**src/rtl/register_restore_pkg.sv**
```systemverilog
// rtl/register_restore_pkg.sv - shared constants and state type for the register rollback engine
package register_restore_pkg;

  localparam int N_REGS     = 32;
  localparam int ADDR_W     = $clog2(N_REGS);
  localparam int DATA_WIDTH = 32;

  typedef enum logic [1:0] {
    IDLE    = 2'd0,
    RESTORE = 2'd1,
    DONE    = 2'd2
  } restore_state_t;

endpackage

```
**src/rtl/priority_enc_lsb.sv**
```systemverilog
// rtl/priority_enc_lsb.sv - index of the lowest set bit in a mask, plus an any-set flag
module priority_enc_lsb #(
  parameter int N = 32,
  parameter int W = $clog2(N)
) (
  input  logic [N-1:0] mask,
  output logic [W-1:0] idx,
  output logic         any
);

  // Scan high to low so the lowest set bit is the last assignment.
  always_comb begin
    idx = '0;
    for (int i = N - 1; i >= 0; i--) begin
      if (mask[i]) idx = W'(i);
    end
  end

  assign any = |mask;

endmodule

```
**src/rtl/register_restore.sv**
```systemverilog
// rtl/register_restore.sv - dirty-register tracking and one-per-cycle rollback from a held snapshot
module register_restore
  import register_restore_pkg::*;
(
  input  logic                                clk,
  input  logic                                rst,
  input  logic                                take_snapshot,
  input  logic [N_REGS-1:0][DATA_WIDTH-1:0]   regs_snapshot,
  input  logic                                rf_wr_en,
  input  logic [ADDR_W-1:0]                   rf_wr_addr,
  input  logic                                restore_req,
  output logic                                restore_wr_en,
  output logic [ADDR_W-1:0]                   restore_wr_addr,
  output logic [DATA_WIDTH-1:0]               restore_wr_data,
  output logic                                restore_busy,
  output logic                                restore_done
);

  restore_state_t    state_q, state_d;
  logic [N_REGS-1:0] dirty_q, dirty_d, track;
  logic              snap_q, snap_d;
  logic [ADDR_W-1:0] lsb_idx;
  logic              any_set;

  priority_enc_lsb #(.N(N_REGS), .W(ADDR_W)) u_enc (
    .mask (dirty_q),
    .idx  (lsb_idx),
    .any  (any_set)
  );

  always_ff @(posedge clk) begin
    if (rst) begin
      state_q <= IDLE;
      dirty_q <= '0;
      snap_q  <= 1'b0;
    end else begin
      state_q <= state_d;
      dirty_q <= dirty_d;
      snap_q  <= snap_d;
    end
  end

  always_comb begin
    state_d = state_q;
    dirty_d = dirty_q;
    snap_d  = snap_q;
    track   = dirty_q;
    case (state_q)
      IDLE: begin
        // Clear then set: a write in the snapshot cycle belongs to the new path.
        if (take_snapshot) begin
          track  = '0;
          snap_d = 1'b1;
        end
        if (rf_wr_en && rf_wr_addr != '0) track[rf_wr_addr] = 1'b1;
        dirty_d = track;
        if (restore_req) state_d = (snap_d && track != '0) ? RESTORE : DONE;
      end
      RESTORE: begin
        dirty_d = dirty_q & ~({{(N_REGS-1){1'b0}}, 1'b1} << lsb_idx);
        if (dirty_d == '0) state_d = DONE;
      end
      DONE: begin
        dirty_d = '0;
        state_d = IDLE;
      end
      default: state_d = IDLE;
    endcase
  end

  assign restore_busy    = (state_q != IDLE);
  assign restore_done    = (state_q == DONE);
  assign restore_wr_en   = (state_q == RESTORE) && any_set;
  assign restore_wr_addr = restore_wr_en ? lsb_idx : '0;
  assign restore_wr_data = restore_wr_en ? regs_snapshot[restore_wr_addr] : '0;

endmodule

```
**config.mk**
```make
export PLATFORM = sky130hd
export DESIGN_NAME = register_restore
export DESIGN_NICKNAME = d
export VERILOG_FILES = /design/src/rtl/register_restore_pkg.sv /design/src/rtl/priority_enc_lsb.sv /design/src/rtl/register_restore.sv
export SDC_FILE = /design/constraint.sdc
export NUM_CORES = 1
export LEC_CHECK = 0
export ABC_AREA = 0
export CORE_AREA = 2 2 418 420
export DETAILED_ROUTE_END_ITERATION = 6
export DIE_AREA = 0 0 420 422
export PLACE_DENSITY = 0.36
export REMOVE_ABC_BUFFERS = 1
export SYNTH_ARGS = -nofsm -noshare
export SYNTH_HDL_FRONTEND = slang
export SYNTH_SLANG_ARGS = --single-unit
```
**constraint.sdc**
```tcl
create_clock -name clk -period 3.1 [get_ports clk]
set_input_delay 0.31 -clock clk [delete_from_list [all_inputs] [get_ports clk]]
set_output_delay 0.31 -clock clk [all_outputs]
set_load 0.02 [all_outputs]
```
==> insert_results.sql <==
INSERT INTO impl_metrics (metric_group, metric, value, unit) VALUES
('run_status', 'run_status', 'finished with violations', ''),
('run_status', 'violations', 'setup timing', ''),
('route', 'first_pass_iters', '5', ''),
('place', 'dp_cells', '6029', ''),
('layout', 'nNetsFinal', '4890', ''),
('critical_path', 'crit_family', 'buffers and inverters', ''),
('layout', 'finish.instance_area', '35000', 'µm²'),
('critical_path', 'critical_path.max_fanout', '14', ''),
('floorplan', 'start_util', '7.21', '%'),
('logic_synthesis', 'post_synth.cell_area_avg', '5.20', 'µm²'),
('place', 'pre_cts_ws', '-1.97', 'ns'),
('cts', 'clkSlewWorstSetupHoldPaths', '0.07', 'ns'),
('timing', 'tightest_slew', '0.820', 'ns'),
('critical_path', 'crit_top_cell', 'buf_4', ''),
('logic_synthesis', 'synth_xor_xnor_area_share', '0', '%'),
('power', 'power_per_cell_area', '218', 'nW/µm²'),
('floorplan', 'dieArea', '177000', 'µm²'),
('place', 'detailed_place_hpwl', '153', 'mm'),
('logic_synthesis', 'synth_top_family_by_area', 'simple AND/OR/NAND/NOR gates', ''),
('timing', 'final-max-slew-violation-count', '0', ''),
('place', 'portBuffers', '1073', ''),
('logic_synthesis', 'synth.area.mux_share', '0.161', '%'),
('floorplan', 'die_height', '422', 'µm'),
('place', 'finalWeightedCongestion', '0.938', ''),
('floorplan', 'coreArea', '173000', 'µm²'),
('floorplan', 'die_width', '420', 'µm'),
('logic_synthesis', 'synth-edff-count', '0', ''),
('logic_synthesis', 'compound_gate_portion_of_the_synthesized_area', '27.3', '%'),
('floorplan', 'rows', '153', ''),
('critical_path', 'crit_chain', 'buf_4, or3b_4, o211ai_1, buf_4, a211o_1, buf_6, o211ai_4, buf_12, buf_4, buf_4, buf_12, a31oi_2, buf_4, o21bai_1, buf_4, a2111oi_4, buf_4, buf_12', ''),
('route', 'drc', '0', ''),
('logic_synthesis', 'yosys_register_bits', '35', ''),
('logic_synthesis', 'synth_cell_type_count', '67', ''),
('critical_path', 'worst-path-buf-inv', '11', ''),
('critical_path', 'end_kind', 'primary output', ''),
('timing', 'finalSetupTns', '-28.76', 'ns'),
('logic_synthesis', 'share_of_synthesized_cell_area_in_and_or_nand_and_nor_gates', '58.0', '%'),
('route', 'final_antenna_net_count', '0', ''),
('cts', 'clock_sinks', '35', ''),
('timing', 'period_minus_slack', '4.08', 'ns'),
('logic_synthesis', 'most_used_flip_flop_cell_after_synthesis', 'dfxtp_1', ''),
('place', 'postPlaceCellArea', '29900', 'µm²'),
('cts', 'tritoncts_clock_tree', 'done', ''),
('timing', 'fmax', '245', 'MHz'),
('timing', 'grt_setup_unrepaired', 'yes', ''),
('logic_synthesis', 'yosys_warnings', '0', ''),
('cts', 'cts_buffer_depth', '2', ''),
('critical_path', 'setup.worst_path.class', 'register to primary output', ''),
('grt', 'grt_start_max_net_pins', '37', ''),
('critical_path', 'slowest_delay', '0.39', 'ns'),
('cts', 'clock-root-buffer', 'clkbuf_16', ''),
('power', 'p_leak', '0.0138', 'µW'),
('layout', 'stdcell_count', '6208', ''),
('cts', 'clk-insertion-delay-late', '0.30', 'ns'),
('layout', 'layout.area.seq', '717', 'µm²'),
('critical_path', 'critPathRequiredTime', '2.79', 'ns'),
('timing', 'slew_headroom', '45.1', '%'),
('cts', 'h-tree-depth', '2', ''),
('timing', 'fin_worst_skew', '0.0111', 'ns'),
('layout', 'fraction_of_layout_cells_with_a_size_suffix_above_1', '26.0', '%'),
('timing', 'timing.final.setup_violations', '38', ''),
('critical_path', 'crit_path_start_kind', 'register', ''),
('grt', 'grtUsageTotal', '19.9', '%'),
('logic_synthesis', 'synth_area_in_adders', '0.401', '%'),
('timing', 'period_share', '132', '%'),
('logic_synthesis', 'mappedNetlistArea', '12500', 'µm²'),
('timing', 'final.setup.worst_slack', '-0.982', 'ns'),
('grt', 'grt_first_pass_wirelength', '240', 'mm'),
('route', 'post_drt_via_cell_ratio', '4.12', ''),
('timing', 'finalHoldViolations', '0', ''),
('min_path', 'hold_path.class', 'register to register', '');
[cell type report]
type	count	share of cell area, %
diodes	30	0.215
clock buffers	5	0.358
clock inverters	3	0.193
inverters	20	0.358
multi-input cells	2101	37.7
flip-flops and latches	35	2.05
well taps	2325	8.32
repair buffers	1689	50.8
[cell usage in the layout (no fill, tap or decap), types with 51 or more instances in the layout]
master / instances
a21oi_1: 59
a311oi_1: 74
nand3_1: 307
clkdlybuf4s50_1: 1035
nand2_1: 962
buf_6: 76
buf_12: 102
and3_1: 113
nor2_1: 51
buf_4: 409
[registers in the layout, indices dropped and copies added, names as in the netlist]
register	cells
dirty_q	32
snap_q	1
state_q	2
[path summary, 6_finish.rpt]
check,startpoint,endpoint,slack (ns),depth (start not counted)
setup / recovery,dirty_q[8]$_SDFFE_PP0P_,restore_wr_data[1],-0.98,18
hold / removal,snap_q$_SDFFE_PP0P_,snap_q$_SDFFE_PP0P_,0.51,2
setup reg to reg,dirty_q[13]$_SDFFE_PP0P_,state_q[1]$_SDFFE_PP0P_,-0.84,20
hold reg to reg,snap_q$_SDFFE_PP0P_,snap_q$_SDFFE_PP0P_,0.51,2
[logic make-up (layout without fill, tap and decap cells)]
| family | after synthesis | count (layout) |
|---|---|---|
| other | 0 | 30 |
| multiplexers | 2 | 2 |
| AND/OR/NAND/NOR | 1646 | 1647 |
| flip-flops | 35 | 35 |
| AO/OA/AOI/OAI | 448 | 448 |
| buffers and inverters | 262 | 1717 |
| adder cells (fa/ha/maj) | 4 | 4 |
[where the power goes]
| group | leakage [µW] | internal [µW] | switching [µW] |
|---|---|---|---|
| Clock | 0.0000902 | 462 | 238 |
| Combinational | 0.0134 | 3230 | 3230 |
| Sequential | 0.000289 | 461 | 7.90 |
[metal layers]
layer  up-vias  global-route usage, %  routed length [µm]
met5         -                      0                 374
met4        60                   4.17                4350
met3       217                   3.65               13800
met2      1158                   35.2               92500
met1     12600                   24.9               75900
li1      11500                      -                   -
[what timing repair did]
item,4_1_cts,5_1_grt
gates cloned,20,4
pin swaps,99,85
resized for setup,468,229
setup buffers,107,32
setup endpoints to repair,44,49
hold buffers,0,0
[worst min-delay path: cells and delay by family, from the launching register on]
family / cells / cell delay [ns]
simple gates: 1 / 0.09
compound gates: 1 / 0.04
flops: 1 / 0.33
[stage by stage]
stage	power [µW]	hold slack [ns]
after floorplan	2400	0.376
after global placement	5870	0.460
final	7630	0.505
after CTS	7410	0.491
after detailed placement	5850	0.471
after global routing	8020	0.525
[Yosys cell counts (3+ instances only)]
master,count,area share [%]
buf_4,3,0.18
nor3b_1,10,0.60
a221oi_1,3,0.21
nand4_1,9,0.45
a32o_1,25,2.0
a22o_1,3,0.21
nand2_1,998,30
a21boi_0,3,0.18
buf_2,51,2.0
clkbuf_1,166,5.0
nor3_1,29,1.2
nor2_1,57,1.7
buf_1,22,0.66
and3_1,130,6.5
a2111oi_0,23,1.6
o31ai_1,13,0.78
o211ai_1,4,0.24
inv_1,18,0.54
a21o_1,3,0.18
o21ai_0,34,1.4
nor2b_1,4,0.20
nand2b_1,6,0.30
a31oi_1,48,2.4
a311oi_1,131,9.2
or3_1,11,0.55
nor4_1,23,1.2
a211oi_1,35,2.1
dfxtp_1,35,5.6
ha_1,4,0.40
and2_1,6,0.30
nand3_1,347,14
a22oi_1,7,0.42
o21bai_1,18,1.1
o41ai_1,5,0.35
a21oi_1,65,2.6
or4_1,4,0.24
Note: power is estimated with default switching activity, not from simulation.
